==> config.mk <==
export PLATFORM = sky130hd
export DESIGN_NAME = control_sequencer_flat
export DESIGN_NICKNAME = d
export VERILOG_FILES = /design/src/rtl/cu_pkg.sv /design/src/rtl/cu_if.sv /design/src/rtl/cu_opdecode.sv /design/src/rtl/control_sequencer.sv /design/src/flat_wrapper.sv
export SDC_FILE = /design/constraint.sdc
export NUM_CORES = 1
export LEC_CHECK = 0
export BUFFER_PORTS_ARGS = -buffer_cell sky130_fd_sc_hd__buf_2
export CAP_MARGIN = 25
export CELL_PAD_IN_SITES_DETAIL_PLACEMENT = 0
export CELL_PAD_IN_SITES_GLOBAL_PLACEMENT = 1
export CORE_ASPECT_RATIO = 0.7
export CORE_MARGIN = 1.5
export CORE_UTILIZATION = 27
export CTS_BUF_LIST = sky130_fd_sc_hd__clkbuf_8
export DETAILED_ROUTE_END_ITERATION = 10
export GPL_TIMING_DRIVEN = 0
export PLACE_DENSITY = 0.91
export SYNTH_ARGS = -nofsm -noshare
export SYNTH_HDL_FRONTEND = slang
export SYNTH_SLANG_ARGS = --single-unit
==> constraint.sdc <==
create_clock -name clock_i -period 1.9 [get_ports clock_i]
set_input_delay 0.38 -clock clock_i [delete_from_list [all_inputs] [get_ports clock_i]]
set_output_delay 0.38 -clock clock_i [all_outputs]
set_load 0.02 [all_outputs]
==> src/rtl/cu_pkg.sv <==
// cu_pkg: shared types and constants for the control sequencer.
//   state_e      - sequencer states (RST, T0..T7, HALT)
//   Op*          - 5-bit opcode values found in IR[31:27]
//   alu_op_e     - ALU operation select driven with Zin
//   Gr*          - one-hot register-field selects {Grc, Grb, Gra}
//   op_class_t   - opcode classification produced by cu_opdecode
package cu_pkg;

    typedef enum logic [3:0] {
        StRst,
        StT0,
        StT1,
        StT2,
        StT3,
        StT4,
        StT5,
        StT6,
        StT7,
        StHalt
    } state_e;

    localparam logic [4:0] OpLd   = 5'b00000;
    localparam logic [4:0] OpSt   = 5'b00010;
    localparam logic [4:0] OpAdd  = 5'b00011;
    localparam logic [4:0] OpSub  = 5'b00100;
    localparam logic [4:0] OpAnd  = 5'b00101;
    localparam logic [4:0] OpOr   = 5'b00110;
    localparam logic [4:0] OpAddi = 5'b01100;
    localparam logic [4:0] OpHalt = 5'b11011;

    typedef enum logic [1:0] {
        AluAdd = 2'b00,
        AluSub = 2'b01,
        AluAnd = 2'b10,
        AluOr  = 2'b11
    } alu_op_e;

    localparam logic [2:0] GrNone = 3'b000;
    localparam logic [2:0] GrA    = 3'b001;
    localparam logic [2:0] GrB    = 3'b010;
    localparam logic [2:0] GrC    = 3'b100;

    typedef struct packed {
        logic alu;
        logic imm;
        logic ld;
        logic st;
        logic halt;
        logic illegal;
    } op_class_t;

endpackage

==> src/rtl/cu_if.sv <==
// cu_if: datapath <-> control sequencer signal bundle.
//   ir, mem_done           - datapath to sequencer (instruction, memory completion)
//   pc_out .. c_out        - single-bit control strobes to the datapath
//   gr                     - one-hot register-field select {Grc, Grb, Gra}
//   alu_op                 - ALU operation, meaningful only with z_in
//   run, illegal           - sequencer status
// master = sequencer side, slave = datapath side.
interface cu_if;
    logic [31:0] ir;
    logic        mem_done;
    logic        pc_out;
    logic        pc_in;
    logic        inc_pc;
    logic        mar_in;
    logic        mdr_in;
    logic        mdr_out;
    logic        read;
    logic        write;
    logic        ir_in;
    logic        y_in;
    logic        z_in;
    logic        zlow_out;
    logic [2:0]  gr;
    logic        r_in;
    logic        r_out;
    logic        ba_out;
    logic        c_out;
    logic [1:0]  alu_op;
    logic        run;
    logic        illegal;

    modport master (
        input  ir, mem_done,
        output pc_out, pc_in, inc_pc, mar_in, mdr_in, mdr_out, read, write, ir_in,
               y_in, z_in, zlow_out, gr, r_in, r_out, ba_out, c_out, alu_op, run, illegal
    );

    modport slave (
        output ir, mem_done,
        input  pc_out, pc_in, inc_pc, mar_in, mdr_in, mdr_out, read, write, ir_in,
               y_in, z_in, zlow_out, gr, r_in, r_out, ba_out, c_out, alu_op, run, illegal
    );
endinterface

==> src/rtl/cu_opdecode.sv <==
// cu_opdecode: combinational opcode classifier.
//   opcode_i    - IR[31:27]
//   op_class_o  - one of alu/imm/ld/st/halt/illegal
//   alu_op_o    - ALU operation for register-register ops, ADD otherwise
module cu_opdecode
    import cu_pkg::*;
(
    input  logic [4:0] opcode_i,
    output op_class_t  op_class_o,
    output alu_op_e    alu_op_o
);

    always_comb begin
        op_class_o = '0;
        alu_op_o   = AluAdd;
        case (opcode_i)
            OpAdd:   op_class_o.alu = 1'b1;
            OpSub:   begin op_class_o.alu = 1'b1; alu_op_o = AluSub; end
            OpAnd:   begin op_class_o.alu = 1'b1; alu_op_o = AluAnd; end
            OpOr:    begin op_class_o.alu = 1'b1; alu_op_o = AluOr;  end
            OpAddi:  op_class_o.imm  = 1'b1;
            OpLd:    op_class_o.ld   = 1'b1;
            OpSt:    op_class_o.st   = 1'b1;
            OpHalt:  op_class_o.halt = 1'b1;
            default: op_class_o.illegal = 1'b1;
        endcase
    end

endmodule

==> src/rtl/control_sequencer.sv <==
// control_sequencer: Moore control unit sequencing fetch and execute microsteps.
//   clock_i  - system clock, rising edge
//   clear_i  - synchronous active-high reset; abandons any pending memory request
//   bus      - cu_if.master: IR/MemDone in, control strobes, Run and Illegal out
// Build option: define CU_ILLEGAL_TRAP_EN to halt with Illegal=1 on undefined
// opcodes; otherwise they behave as no-ops and Illegal is tied to 0.
module control_sequencer
    import cu_pkg::*;
(
    input  logic clock_i,
    input  logic clear_i,
    cu_if.master bus
);

    state_e    state_q, state_d;
    logic      t1_wait_q;
    op_class_t op;
    alu_op_e   alu_op_dec;

    cu_opdecode u_opdecode (
        .opcode_i   (bus.ir[31:27]),
        .op_class_o (op),
        .alu_op_o   (alu_op_dec)
    );

`ifdef CU_ILLEGAL_TRAP_EN
    logic illegal_q, illegal_d;
`endif

    always_ff @(posedge clock_i) begin
        if (clear_i) begin
            state_q   <= StRst;
            t1_wait_q <= 1'b0;
`ifdef CU_ILLEGAL_TRAP_EN
            illegal_q <= 1'b0;
`endif
        end else begin
            state_q   <= state_d;
            // Set from the second T1 cycle on, so PC is loaded only once per fetch.
            t1_wait_q <= (state_q == StT1);
`ifdef CU_ILLEGAL_TRAP_EN
            illegal_q <= illegal_d;
`endif
        end
    end

`ifdef CU_ILLEGAL_TRAP_EN
    assign bus.illegal = illegal_q;
`else
    assign bus.illegal = 1'b0;
`endif

    always_comb begin
        state_d      = state_q;
        bus.pc_out   = 1'b0;
        bus.pc_in    = 1'b0;
        bus.inc_pc   = 1'b0;
        bus.mar_in   = 1'b0;
        bus.mdr_in   = 1'b0;
        bus.mdr_out  = 1'b0;
        bus.read     = 1'b0;
        bus.write    = 1'b0;
        bus.ir_in    = 1'b0;
        bus.y_in     = 1'b0;
        bus.z_in     = 1'b0;
        bus.zlow_out = 1'b0;
        bus.gr       = GrNone;
        bus.r_in     = 1'b0;
        bus.r_out    = 1'b0;
        bus.ba_out   = 1'b0;
        bus.c_out    = 1'b0;
        bus.alu_op   = AluAdd;
        bus.run      = 1'b1;
`ifdef CU_ILLEGAL_TRAP_EN
        illegal_d    = illegal_q;
`endif
        case (state_q)
            StRst: state_d = StT0;
            StT0: begin
                bus.pc_out = 1'b1;
                bus.mar_in = 1'b1;
                bus.inc_pc = 1'b1;
                bus.z_in   = 1'b1;
                state_d    = StT1;
            end
            StT1: begin
                bus.zlow_out = 1'b1;
                bus.pc_in    = ~t1_wait_q;
                bus.read     = 1'b1;
                bus.mdr_in   = 1'b1;
                if (bus.mem_done) state_d = StT2;
            end
            StT2: begin
                bus.mdr_out = 1'b1;
                bus.ir_in   = 1'b1;
                state_d     = StT3;
            end
            StT3: begin
                if (op.alu || op.imm) begin
                    bus.gr    = GrB;
                    bus.r_out = 1'b1;
                    bus.y_in  = 1'b1;
                    state_d   = StT4;
                end else if (op.ld || op.st) begin
                    bus.gr     = GrB;
                    bus.ba_out = 1'b1;
                    bus.y_in   = 1'b1;
                    state_d    = StT4;
                end else if (op.halt) begin
                    state_d = StHalt;
                end else begin
`ifdef CU_ILLEGAL_TRAP_EN
                    state_d   = StHalt;
                    illegal_d = 1'b1;
`else
                    state_d = StT0;
`endif
                end
            end
            StT4: begin
                state_d = StT0;
                if (op.alu) begin
                    bus.gr     = GrC;
                    bus.r_out  = 1'b1;
                    bus.z_in   = 1'b1;
                    bus.alu_op = alu_op_dec;
                    state_d    = StT5;
                end else if (op.imm || op.ld || op.st) begin
                    bus.c_out = 1'b1;
                    bus.z_in  = 1'b1;
                    state_d   = StT5;
                end
            end
            StT5: begin
                bus.zlow_out = 1'b1;
                state_d      = StT0;
                if (op.ld || op.st) begin
                    bus.mar_in = 1'b1;
                    state_d    = StT6;
                end else begin
                    bus.gr   = GrA;
                    bus.r_in = 1'b1;
                end
            end
            StT6: begin
                state_d = StT0;
                if (op.ld) begin
                    bus.read   = 1'b1;
                    bus.mdr_in = 1'b1;
                    state_d    = bus.mem_done ? StT7 : StT6;
                end else if (op.st) begin
                    bus.gr     = GrA;
                    bus.r_out  = 1'b1;
                    bus.mdr_in = 1'b1;
                    state_d    = StT7;
                end
            end
            StT7: begin
                state_d = StT0;
                if (op.ld) begin
                    bus.mdr_out = 1'b1;
                    bus.gr      = GrA;
                    bus.r_in    = 1'b1;
                end else if (op.st) begin
                    bus.write = 1'b1;
                    state_d   = bus.mem_done ? StT0 : StT7;
                end
            end
            StHalt: bus.run = 1'b0;
            default: state_d = StRst;
        endcase
    end

endmodule

==> src/flat_wrapper.sv <==
// flat-port wrapper written by rule: the top's interface ports become plain ports
module control_sequencer_flat import cu_pkg::*;
  (clock_i, clear_i, bus_ir, bus_mem_done, bus_pc_out, bus_pc_in, bus_inc_pc, bus_mar_in, bus_mdr_in, bus_mdr_out, bus_read, bus_write, bus_ir_in, bus_y_in, bus_z_in, bus_zlow_out, bus_gr, bus_r_in, bus_r_out, bus_ba_out, bus_c_out, bus_alu_op, bus_run, bus_illegal);
  cu_if bus_i ();
  input  logic clock_i;
  input  logic clear_i;
  input wire logic [$bits(bus_i.ir)-1:0] bus_ir;
  input wire logic [$bits(bus_i.mem_done)-1:0] bus_mem_done;
  output wire logic [$bits(bus_i.pc_out)-1:0] bus_pc_out;
  output wire logic [$bits(bus_i.pc_in)-1:0] bus_pc_in;
  output wire logic [$bits(bus_i.inc_pc)-1:0] bus_inc_pc;
  output wire logic [$bits(bus_i.mar_in)-1:0] bus_mar_in;
  output wire logic [$bits(bus_i.mdr_in)-1:0] bus_mdr_in;
  output wire logic [$bits(bus_i.mdr_out)-1:0] bus_mdr_out;
  output wire logic [$bits(bus_i.read)-1:0] bus_read;
  output wire logic [$bits(bus_i.write)-1:0] bus_write;
  output wire logic [$bits(bus_i.ir_in)-1:0] bus_ir_in;
  output wire logic [$bits(bus_i.y_in)-1:0] bus_y_in;
  output wire logic [$bits(bus_i.z_in)-1:0] bus_z_in;
  output wire logic [$bits(bus_i.zlow_out)-1:0] bus_zlow_out;
  output wire logic [$bits(bus_i.gr)-1:0] bus_gr;
  output wire logic [$bits(bus_i.r_in)-1:0] bus_r_in;
  output wire logic [$bits(bus_i.r_out)-1:0] bus_r_out;
  output wire logic [$bits(bus_i.ba_out)-1:0] bus_ba_out;
  output wire logic [$bits(bus_i.c_out)-1:0] bus_c_out;
  output wire logic [$bits(bus_i.alu_op)-1:0] bus_alu_op;
  output wire logic [$bits(bus_i.run)-1:0] bus_run;
  output wire logic [$bits(bus_i.illegal)-1:0] bus_illegal;
  assign bus_i.ir = bus_ir;
  assign bus_i.mem_done = bus_mem_done;
  assign bus_pc_out = bus_i.pc_out;
  assign bus_pc_in = bus_i.pc_in;
  assign bus_inc_pc = bus_i.inc_pc;
  assign bus_mar_in = bus_i.mar_in;
  assign bus_mdr_in = bus_i.mdr_in;
  assign bus_mdr_out = bus_i.mdr_out;
  assign bus_read = bus_i.read;
  assign bus_write = bus_i.write;
  assign bus_ir_in = bus_i.ir_in;
  assign bus_y_in = bus_i.y_in;
  assign bus_z_in = bus_i.z_in;
  assign bus_zlow_out = bus_i.zlow_out;
  assign bus_gr = bus_i.gr;
  assign bus_r_in = bus_i.r_in;
  assign bus_r_out = bus_i.r_out;
  assign bus_ba_out = bus_i.ba_out;
  assign bus_c_out = bus_i.c_out;
  assign bus_alu_op = bus_i.alu_op;
  assign bus_run = bus_i.run;
  assign bus_illegal = bus_i.illegal;
  control_sequencer u_core (.clock_i(clock_i), .clear_i(clear_i), .bus(bus_i));
endmodule
---- Word level (Yosys, flattened, before mapping) ----
Cells that the tools add are included.
W data, S select, Z words.
cells by class
  eq/ne operators ......................... 17
  multiplexer cells ....................... 59
  bitwise gates (word level) .............. 2
  reductions and logical operators ........ 9
operator list
  operator              count
  $mux W4               11
  $pmux W4 S10          1
  $mux W1               30
  $eq A4 B3 Y1 const B  4
  $eq A5 B3 Y1 const B  3
  $mux W3               5
  $pmux W3 S5           1
  $pmux W1 S2           6
  $eq A5 B2 Y1 const B  2
  $eq A4 B2 Y1 const B  2
  $eq A4 B4 Y1 const B  2
  $mux W2               3
  $pmux W2 S3           1
  $eq A5 B4 Y1 const B  1
  $eq A5 B5 Y1 const B  1
  $logic_not A5 Y1      1
  $eq A4 B1 Y1 const B  1
  $logic_not A4 Y1      1
  $logic_or A1 B1 Y1    4
  $reduce_or A4 Y1      1
  $pmux W1 S3           1
  $ne A2 B2 Y1 const B  1
  $not A1 Y1            2
  $reduce_and A2 Y1     1
  $reduce_or A2 Y1      1
storage, ports and cells
  register bits ........................... 5
  bits of input ports ..................... 35
  output and inout bits ................... 23
  logic and storage cells ................. 89

---- Depth between registers and ports, before layout ----
Gate-level depths: netlist (run 1).
  word-level depth ........................ 7
  gate-level depth with buffers ........... 5
  mapped depth without buffers ............ 4

---- By module ----
A second synthesis (run 1) with hierarchy kept.
unflattened totals
  cells, all modules ...................... 118
  area, all modules ....................... 752.0 µm²
by module, submodules not included
  module             times used  cells an instance  area an instance (µm²)
  control_sequencer  1           97                 633.1
  cu_opdecode        1           21                 118.9

---- Worst setup path after synthesis (run 1) ----
OpenSTA, ideal clock, no wires.
  path type ............................... input to output
  from .................................... input port bus_ir[28]
  to ...................................... output port bus_r_out
  arrival ................................. 1705 ps
  setup slack ............................. -185 ps
  stages .................................. 4
  buffers on the path ..................... 1
  cell sequence ........................... buf_4 > nand2_1 > o31a_1 > o311ai_0
on the way
  longest elaborated chain between the ends .. 6
  elaborated cells between the ends (all ways) .. 18
  those cells by class .................... eq/ne: 6; mux: 9; reduce/logical: 3
ends and longest elaborated chain
  what                                          RTL line                 source
  start: declaration                            flat_wrapper.sv:7        input wire logic [$bits(bus_i.ir)-1:0] bus_ir;
  $eq A5 B3 Y1 or $eq A5 B2 Y1 (tied branches)  cu_opdecode.sv:16        case (opcode_i)
  $reduce_or A4 Y1 (no source line)             n/a
  $mux W1                                       cu_opdecode.sv:16
  $logic_or A1 B1 Y1                            control_sequencer.sv:99  if (op.alu || op.imm) begin
  $mux W1                                       control_sequencer.sv:99
  $pmux W1 S3 (*)                               control_sequencer.sv:77  case (state_q)
  end: declaration                              flat_wrapper.sv:23       output wire logic [$bits(bus_i.r_out)-1:0] bus_r_out;
Mark *: on every way between the ends. The rest lies on a longest branch, timed or not.

---- Worst setup path after layout (run 1) ----
  from .................................... register u_core.state_q[3]
  to ...................................... output port bus_r_out
on the way
  longest elaborated chain between the ends .. 2
  elaborated cells between the ends (all ways) .. 4
  those cells by class .................... eq/ne: 3; mux: 1
ends and longest elaborated chain
  what                      RTL line                 source
  start: declaration        control_sequencer.sv:15  state_e state_q, state_d;
  start signal: assignment  control_sequencer.sv:32  state_q <= StRst;
  start signal: assignment  control_sequencer.sv:38  state_q <= state_d;
  $eq A4 B3 Y1              control_sequencer.sv:77
  $pmux W1 S3 (*)           control_sequencer.sv:77
Marks and branches as above.

==> key figures, run 1 <==
Clocking
  • Worst skew pair latency: between 200 and 250 ps
  • Hold-fix buffers, CTS: 0
  • CTS tree: yes
  • # clock sinks: 5
  • # H-tree levels: 1
  • Total CTS buffers: 3
  • Clock root cell: clkbuf_8
  • Bufs on Longest Clock Path: 2
  • Clock slew at reported path FFs: 40 ps

Detailed routing
  • DR iter-0 viols: 52
  • Drc violations: 0
  • Post-route ant nets: 0
  • Vias post-DR: approximately 1100
  • Total wire length: about 3 mm
  • Routed vias/inst: 5.64
  • Drt wl/cell: around 16 um
  • DR pass1 iterations: 4

Layout
  • Fin util: 0.530
  • N_diodes: 0
  • Layout area overhead: 78.0%
  • Layout net count: 192
  • Ratio of cells with drive above 1 in the final layout: 0.622

Die
  • Die Area: 0.00319 mm2
  • Placeable Area: between 0.002 and 0.003 mm2
  • IO Pins: 58
  • Die Ht: 47.7 um
  • Die Wd: approximately 67 um
  • Num rows: 15
  • Initial Utilization: 0.298

Timing
  • Final worst setup slack: -103 ps
  • Layout Skew: 3.03 ps
  • Hold slack: 419 ps
  • Peak Freq: 0.499 GHz
  • Post-Route Setup TNS: -130 ps
  • RSZ-0062 raised after global routing: yes
  • Setup violators final: 2
  • Final period util: 1.05
  • Slew Limit Fails: 0
  • Fin. Hold Viols: 0
  • Min Tclk post-route: roughly 2000 ps

GRT
  • Vias in the first global route: 861
  • Global route total overflow: 0
  • Largest net degree at the start of global routing: 11
  • Initial antenna violation count: 0
  • First-pass GRT wire length: around 3.9 mm
  • GRT Total Usage: 0.169

Yosys
  • Number of flops mapped to enable cells by yosys: 0
  • Syn_area_per_cell: about 7.5 um2
  • Ys async rst share: 0
  • Synth Flop Type: dfxtp_1
  • Yosys warning total: 0
  • Share of the yosys chip area belonging to registers: 0.130
  • Seq cells post-synth: 5
  • Synthesized Nets: 138
  • Post-synthesis cell count: 103
  • Post-synth design cell area: 772 um2
  • Library cells used by synthesis: 46

Hold path
  • Worst Hold Depth: 2
  • Hold WC Path Type: input pin to flop

Power and ir drop
  • Leak pwr: 0.639 nW
  • Max IR drop VDD: 0.256 mV
  • Pwr Total: 637 uW
  • Power Dens Cells: 464 mW/mm2

Setup path
  • Req. time, crit path: 1520 ps
  • CP Data Arrival Time: 1620 ps
  • Worst R2R Path Depth: 7
  • Worst Path Max Fanout: 8
  • CP startpoint kind: flop
  • CP Capture Type: primary output
  • Crit path kind: flop to primary output

Run status
  • Status: finished, violations left
  • Violated checks: negative setup slack

Placed design
  • Buffers on Ports: 26
  • GP Congestion: 0.879
  • Detail Placement HPWL: 1.70 mm

Flow run
  • # Max-Cap Violations: 0
through the flow:
| step | setup WS, ps | cell area, um2 | instances |
|---|---|---|---|
| finish | -103 | 1370 | 190 |
| global route | -142 | 1370 | 190 |
| floorplan | 10.3 | 777 | 103 |
| CTS | -52.2 | 1120 | 177 |
| detailed placement | -195 | 950 | 163 |
| global placement | -181 | 950 | 163 |
logic make-up (layout without fill, tap and decap cells):
kind of cell    count (synthesis)  in the layout  share of synthesized area
other cells                     1              1                    0.00486
compound gates                 26             26                      0.266
flops                           5              5                      0.130
xor+xnor                        3              3                     0.0340
mux                             1              1                     0.0146
buf+inv                        18             71                      0.149
simple gates                   49             49                      0.402
worst max-delay path, stage by stage, from the launching register on:
cell and delay, ps:
dfxtp_4 370, nand4bb_4 210, or4_4 500, o311ai_1 100, buf_2 220
area by class of cell:
type / count / area, um2
repair buffers: 49 / 362
well taps: 34 / 42.5
multi-input cells: 80 / 672
clock buffers: 3 / 41.3
plain buffers: 13 / 129
fillers: 225 / 1220
flip-flops and latches: 5 / 105
clock inverters: 1 / 3.75
inverters: 5 / 18.8
metal layers:
metal / global-route usage / wire length [um] / vias to the layer above
li1: - / - / 487
met1: 0.209 / 1230 / 523
met2: 0.272 / 1480 / 54
met3: 0.0494 / 238 / 7
met4: 0.0939 / 38 / 0
met5: 0 / 0 / -
synthesized netlist by cell type, types with 2 or more instances:
master	n	area, um2
or4_1	2	15.0
buf_2	2	10.0
and2_1	2	12.5
xnor2_1	2	17.5
o31a_1	2	17.5
o21ai_0	5	25.0
buf_6	4	45.0
nand3_1	3	15.0
a31oi_1	2	12.5
a21o_1	3	22.5
dfxtp_1	5	100
inv_1	5	18.8
nand2b_1	6	37.5
a21oi_1	3	15.0
buf_4	4	30.0
nor3_1	5	25.0
nand2_1	5	18.8
nor4_1	3	18.8
and3_4	2	22.5
clkbuf_1	2	7.51
nor2_1	11	41.3
state kept, by name (all words and copies together) (netlist names):
name and flops:
u_core.t1_wait_q 1, u_core.state_q 4
power by group:
part	switching (mW)	leakage, nW	internal (mW)
clock network	0.0575	0.0269	0.139
registers	0.00436	0.0422	0.112
logic	0.171	0.569	0.153
worst paths after layout:
| path | start | end | slack (ps) |
|---|---|---|---|
| max | u_core.state_q[3]$_SDFFE_PP0P_ | bus_r_out | -100 |
| min | clear_i | u_core.state_q[3]$_SDFFE_PP0P_ | 420 |
| max reg2reg | u_core.state_q[2]$_SDFFE_PP0P_ | u_core.state_q[0]$_SDFFE_PP0P_ | 130 |
| min reg2reg | u_core.state_q[1]$_SDFFE_PP0P_ | u_core.state_q[3]$_SDFFE_PP0P_ | 740 |
placed cells by master (no fill, tap or decap), types with 3 or more instances in the layout:
cell,netlist,layout
nand2b_1,6,4
buf_6,4,12
o21ai_0,5,4
nor2_1,11,9
clkbuf_8,0,3
dfxtp_1,5,3
buf_4,4,28
nor3_2,1,4
nor4_1,3,3
a21o_1,3,3
buf_2,2,18
inv_1,5,5
nand2_1,5,4
what timing repair did:
item	4_1_cts	5_1_grt
gates resized for setup	12	41
gates cloned	0	1
pin swaps	2	9
setup endpoints to repair	11	16
buffers inserted	10	12
(Power assumes the default switching activity.)
==> run 2, diff against run 1 <==
--- a/config.mk
+++ b/config.mk
@@ -6,7 +6,6 @@
 export NUM_CORES = 1
 export LEC_CHECK = 0
 export BUFFER_PORTS_ARGS = -buffer_cell sky130_fd_sc_hd__buf_2
-export CAP_MARGIN = 25
 export CELL_PAD_IN_SITES_DETAIL_PLACEMENT = 0
 export CELL_PAD_IN_SITES_GLOBAL_PLACEMENT = 1
 export CORE_ASPECT_RATIO = 0.7
@@ -16,6 +15,7 @@
 export DETAILED_ROUTE_END_ITERATION = 10
 export GPL_TIMING_DRIVEN = 0
 export PLACE_DENSITY = 0.91
+export SETUP_SLACK_MARGIN = 0.02
 export SYNTH_ARGS = -nofsm -noshare
 export SYNTH_HDL_FRONTEND = slang
 export SYNTH_SLANG_ARGS = --single-unit
==> key figures, run 2 (synthesized netlist as in run 1, its figures left out) <==
Layout
  • Most frequent cells in the layout: buf_4, buf_2, nor2_1, buf_6, inv_1
  • Largest regs: u_core.state_q (4), u_core.t1_wait_q (1)
  • Non-filler instance count after layout: 185 (-2.6%)
  • Max FFs per register: 4 (unchanged)
  • Most common cell after layout, fill and taps aside: buf_4
  • Layout area overhead: 69.2%
  • N_diodes: 0 (unchanged)
  • Ratio of cells with drive above 1 in the final layout: 0.603 (-0.0191)
  • Largest register by flop count: u_core.state_q
  • Layout net count: 187 (-2.6%)

Setup path
  • CP Capture Type: primary output
  • CP max-delay cell: or4_4
  • Crit path kind: flop to primary output
  • Worst Path Max Fanout: 4 (-4)
  • Cell Chain, Critical Path: nand4bb_4 -> or4_4 -> o311ai_1 -> buf_2
  • CP startpoint kind: flop
  • Req. time, crit path: 1520 ps (about the same)
  • CP Data Arrival Time: 1550 ps (-70 ps)
  • Worst R2R Path Depth: 5 (-2)
  • Worst path max stage delay: 490 ps (about the same)

GRT
  • Largest net degree at the start of global routing: 11 (unchanged)
  • Global route total overflow: 0 (unchanged)
  • First-pass GRT wire length: 3.59 mm (-8.6%)
  • GRT Total Usage: 0.150 (-0.0190)
  • Initial antenna violation count: 0 (unchanged)
  • Vias in the first global route: 809 (-6.0%)

Hold path
  • Hold WC Path Type: input pin to flop
  • Worst Hold Depth: 2 (unchanged)

Clocking
  • # clock sinks: 5 (unchanged)
  • Total CTS buffers: 3 (unchanged)
  • Clock root cell: clkbuf_8
  • # H-tree levels: 1 (unchanged)
  • Bufs on Longest Clock Path: 2 (unchanged)
  • Worst skew pair latency: 220 ps (about the same)
  • Clock slew at reported path FFs: 40 ps (about the same)
  • CTS tree: yes

Die
  • Die Area: 0.00319 mm2 (unchanged)
  • IO Pins: 58 (unchanged)
  • Num rows: 15 (unchanged)
  • Die Wd: 66.9 um (unchanged)
  • Initial Utilization: 0.298 (unchanged)
  • Placeable Area: 0.00259 mm2 (unchanged)
  • Die Ht: 47.7 um (unchanged)

Timing
  • Layout Skew: 0.325 ps (-2.71 ps)
  • Setup violators final: 1 (-1)
  • Final period util: 1.02 (-0.0371)
  • Peak Freq: 0.518 GHz (+3.6%)
  • Min Tclk post-route: 1930 ps (-70.5 ps)
  • Slew Limit Fails: 0 (unchanged)
  • RSZ-0062 raised after global routing: yes
  • Final worst setup slack: -32.3 ps (+70.5 ps)
  • Fin. Hold Viols: 0 (unchanged)

Detailed routing
  • Drc violations: 0 (unchanged)
  • Post-route ant nets: 0 (unchanged)
  • DR pass1 iterations: 4 (unchanged)
  • Routed vias/inst: 5.21 (-7.6%)
  • DR iter-0 viols: 29 (-44%)
  • Drt wl/cell: 13.6 um (-14%)
  • Vias post-DR: 964 (-10%)
  • Total wire length: 2.51 mm (-16%)

Power and ir drop
  • Pwr Total: 616 uW (-3.3%)
  • Power Dens Cells: 472 mW/mm2 (+1.7%)
  • Max IR drop VDD: 0.388 mV (+51%)
  • Leak pwr: 0.612 nW (-4.2%)

Placed design
  • GP Congestion: 0.855 (-2.7%)
  • Detail Placement HPWL: 1.57 mm (-7.5%)
  • Buffers on Ports: 26 (unchanged)
  • DP Worst Slack: -179 ps (+16.8 ps)
  • Dpl cells: 163 (unchanged)

Flow run
  • # Max-Cap Violations: 0 (unchanged)

Run status
  • Violated checks: negative setup slack
  • Status: finished, violations left
-- run 2: final timing paths --
path	from	end	slack, ps
worst min register to register	u_core.state_q[1]$_SDFFE_PP0P_	u_core.state_q[2]$_SDFFE_PP0P_	700
worst min-delay path	clear_i	u_core.state_q[2]$_SDFFE_PP0P_	420
worst max register to register	u_core.state_q[0]$_SDFFE_PP0P_	u_core.state_q[3]$_SDFFE_PP0P_	320
worst max-delay path	u_core.state_q[3]$_SDFFE_PP0P_	bus_r_out	-30
-- run 2: critical path, delay by kind of cell, from the launching register on --
kind / cells / cell delay, ps
buffers and inverters: 1 / 210
AOI/OAI and AO/OA: 1 / 80
and+or+nand+nor: 2 / 690
DFF: 1 / 350
-- run 2: routing by layer --
metal / routed length [um] / part of all wire / up-vias / GRT usage
li1: - / - / 473 / -
met1: 1110 / 0.44 / 460 / 0.188
met2: 1250 / 0.50 / 31 / 0.258
met3: 144 / 0.057 / 0 / 0.0565
met4: 0 / 0 / 0 / 0.0204
met5: 0 / 0 / - / 0
-- run 2: layout make-up --
cell class	count	area, um2
Fill cell	236	1280
Clock buffer	3	41.3
Tap cell	34	42.5
Sequential cell	5	113
Multi-Input combinational cell	80	673
Buffer	11	103
Clock inverter	1	3.75
Inverter	5	18.8
Timing Repair Buffer	46	312
-- run 2: timing repair --
item,CTS,global route
setup endpoints to repair,12,16
resized for setup,17,31
hold buffers,0,0
pin swaps,5,5
setup buffers,12,8
-- run 2: power by group --
part           switching, mW  leakage, nW  total (mW)  internal [mW]
combinational          0.157        0.542       0.302          0.145
sequential            0.0108       0.0434       0.124          0.113
clock                 0.0521       0.0269       0.191          0.138
total                  0.220        0.612       0.616          0.396
-- run 2: metrics by stage --
stage / hold slack (ps) / TNS (ps) / util / cell area (um2)
floorplan: 448 / 0 / - / 788
global placement: 639 / -386 / 0.371 / 961
detailed placement: 642 / -467 / 0.371 / 961
CTS: 404 / -144 / 0.448 / 1160
global route: 430 / -110 / 0.504 / 1310
finish: 419 / -32.3 / 0.504 / 1310
==> run 3, diff against run 2 <==
--- a/config.mk
+++ b/config.mk
@@ -8,13 +8,13 @@
 export BUFFER_PORTS_ARGS = -buffer_cell sky130_fd_sc_hd__buf_2
 export CELL_PAD_IN_SITES_DETAIL_PLACEMENT = 0
 export CELL_PAD_IN_SITES_GLOBAL_PLACEMENT = 1
-export CORE_ASPECT_RATIO = 0.7
+export CORE_ASPECT_RATIO = 1.2
 export CORE_MARGIN = 1.5
-export CORE_UTILIZATION = 27
+export CORE_UTILIZATION = 24
 export CTS_BUF_LIST = sky130_fd_sc_hd__clkbuf_8
 export DETAILED_ROUTE_END_ITERATION = 10
 export GPL_TIMING_DRIVEN = 0
-export PLACE_DENSITY = 0.91
+export PLACE_DENSITY = 0.86
 export SETUP_SLACK_MARGIN = 0.02
 export SYNTH_ARGS = -nofsm -noshare
 export SYNTH_HDL_FRONTEND = slang
==> constraint.sdc (replaced) <==
create_clock -name clock_i -period 1.77 [get_ports clock_i]
set_input_delay 0.354 -clock clock_i [delete_from_list [all_inputs] [get_ports clock_i]]
set_output_delay 0.354 -clock clock_i [all_outputs]
set_load 0.02 [all_outputs]
==> key figures, run 3 (synthesized netlist as in run 1, its figures left out) <==
Layout
  • Layout area overhead: 102%
  • Ratio of cells with drive above 1 in the final layout: 0.717 (+0.114)
  • Non-filler instance count after layout: 188 (+1.6%)
  • Layout net count: 188 (+0.53%)
  • Largest regs: u_core.state_q (4), u_core.t1_wait_q (1)
  • Fill cells: 276 (+17%)
  • Max FFs per register: 4 (unchanged)
  • N_diodes: 0 (unchanged)
  • Largest register by flop count: u_core.state_q
  • Most frequent cells in the layout: buf_6, buf_4, nor2_1, buf_2, nand2b_4

Hold path
  • Hold WC Path Type: input pin to flop
  • Worst Hold Depth: 2 (unchanged)

Setup path
  • Worst Path Max Fanout: 5 (+1)
  • CP Data Arrival Time: 1610 ps (+60 ps)
  • CP max-delay cell: or4_4
  • Req. time, crit path: 1420 ps (-100 ps)
  • CP startpoint kind: flop
  • Reg2Reg Setup Slack: 130 ps (-190 ps)
  • Cell Chain, Critical Path: nand4bb_4 -> or4_4 -> o311ai_4 -> buf_6
  • Worst path max stage delay: 540 ps (+50 ps)
  • Crit path kind: flop to primary output
  • CP Capture Type: primary output
  • Worst R2R Path Depth: 6 (+1)

Detailed routing
  • Routed vias/inst: 5.23 (+0.45%)
  • Post-route ant nets: 0 (unchanged)
  • Drc violations: 0 (unchanged)
  • Total wire length: 2.89 mm (+15%)
  • DR iter-0 viols: 28 (-3.4%)
  • Vias post-DR: 984 (+2.1%)
  • DR pass1 iterations: 4 (unchanged)
  • Drt wl/cell: 15.4 um (+13%)

Die
  • Num rows: 22 (+7)
  • Initial Utilization: 0.253 (-0.0454)
  • Die Wd: 54.8 um (-18%)
  • Placeable Area: 0.00306 mm2 (+18%)
  • IO Pins: 58 (unchanged)
  • Die Ht: 65.1 um (+36%)
  • Die Area: 0.00357 mm2 (+12%)

Power and ir drop
  • Power Dens Cells: 469 mW/mm2 (-0.57%)
  • Max IR drop VDD: 0.449 mV (+16%)
  • Sw Ratio: 0.365 (+0.00766)
  • Seq pwr share: 0.174 (-0.027)
  • Comb power frac: 0.539 (+0.049)
  • Cell internal pwr: 464 uW (+17%)
  • Leak pwr: 0.670 nW (+9.5%)
  • NetSw: 267 uW (+21%)
  • Clock share of power: 0.286 (-0.023)

Clocking
  • Clock slew at reported path FFs: 40 ps (about the same)
  • CTS tree: yes
  • Worst skew pair latency: 220 ps (about the same)
  • Clock root cell: clkbuf_8
  • # clock sinks: 5 (unchanged)
  • # H-tree levels: 1 (unchanged)
  • Total CTS buffers: 3 (unchanged)
  • Bufs on Longest Clock Path: 2 (unchanged)

Timing
  • Layout Skew: 0.237 ps (-0.0878 ps)
  • Slew Limit Fails: 0 (unchanged)
  • Post-Route Setup TNS: -843 ps (-810 ps)
  • RSZ-0062 raised after global routing: yes
  • Final period util: 1.11
  • Final worst setup slack: -190 ps (-158 ps)
  • Peak Freq: between 0.5 and 0.6 GHz
  • Min Tclk post-route: just under 2000 ps
  • Fin. Hold Viols: 0 (unchanged)
  • Setup violators final: 9 (+8)

Flow run
  • # Max-Cap Violations: 0 (unchanged)

Placed design
  • Buffers on Ports: 26 (unchanged)
  • DP Worst Slack: -266 ps (-87.0 ps)
  • Detail Placement HPWL: 1.65 mm (+5.3%)
  • GP Congestion: 0.930 (+8.8%)
  • Dpl cells: 165 (+1.2%)

GRT
  • Largest net degree at the start of global routing: 11 (unchanged)
  • First-pass GRT wire length: 4.06 mm (+13%)
  • Vias in the first global route: 951 (+18%)
  • Initial antenna violation count: 0 (unchanged)
  • Global route total overflow: 0 (unchanged)
  • GRT Total Usage: 0.150 (about the same)

Run status
  • Status: finished, violations left
  • Violated checks: negative setup slack
==> run 3: final cells by class <==
| cell class | count | area (um2) | area share |
|---|---|---|---|
| Clock buffer | 3 | 41.3 | 0.0265 |
| Sequential cell | 5 | 108 | 0.0690 |
| Inverter | 5 | 18.8 | 0.0120 |
| Clock inverter | 1 | 3.75 | 0.00241 |
| Multi-Input combinational cell | 80 | 803 | 0.515 |
| Timing Repair Buffer | 45 | 404 | 0.259 |
| Buffer | 13 | 135 | 0.0867 |
| Tap cell | 36 | 45.0 | 0.0289 |
==> run 3: routing by layer <==
layer  track usage  part of all wire
met1         0.180              0.39
met2         0.250              0.51
met3        0.0409             0.083
met4        0.0500             0.016
met5             0                 0
==> run 3: power by group through the flow <==
stage	combinational [mW]	sequential [mW]	clock, mW
2_1_floorplan	0.189	0.127	0
3_3_place_gp	0.243	0.127	0
3_5_place_dp	0.247	0.127	0
4_1_cts	0.290	0.127	0.214
5_1_grt	0.419	0.128	0.221
6_report	0.394	0.127	0.210
==> run 3: critical path, delay by kind of cell, from the launching register on <==
kind | cells | cell delay, ps
AND/OR/NAND/NOR | 2 | 790
flip-flops | 1 | 350
buffers and inverters | 1 | 160
AO/OA/AOI/OAI | 1 | 90
==> run 3: path summary, 6_finish.rpt <==
kind,startpoint,endpoint
max,u_core.state_q[3]$_SDFFE_PP0P_,bus_r_out
min,clear_i,u_core.state_q[2]$_SDFFE_PP0P_
max reg2reg,u_core.state_q[2]$_SDFFE_PP0P_,u_core.state_q[0]$_SDFFE_PP0P_
min reg2reg,u_core.state_q[1]$_SDFFE_PP0P_,u_core.t1_wait_q$_SDFF_PP0_
==> run 3: through the flow <==
step                 util  power (mW)  hold WS (ps)  cell area, um2
floorplan               -       0.316           422             795
global route        0.510       0.768           391            1560
global placement    0.317       0.370           603             970
CTS                 0.396       0.632           366            1210
finish              0.510       0.731           377            1560
detailed placement  0.317       0.375           608             970
==> run 3: repair_timing <==
item                                    CTS  global route
endpoints found under the setup margin   20            20
pin swaps                                 7            20
cloned                                    0             0
buffers inserted                          9            11
resized for setup                        35            71
hold buffers                              0             0
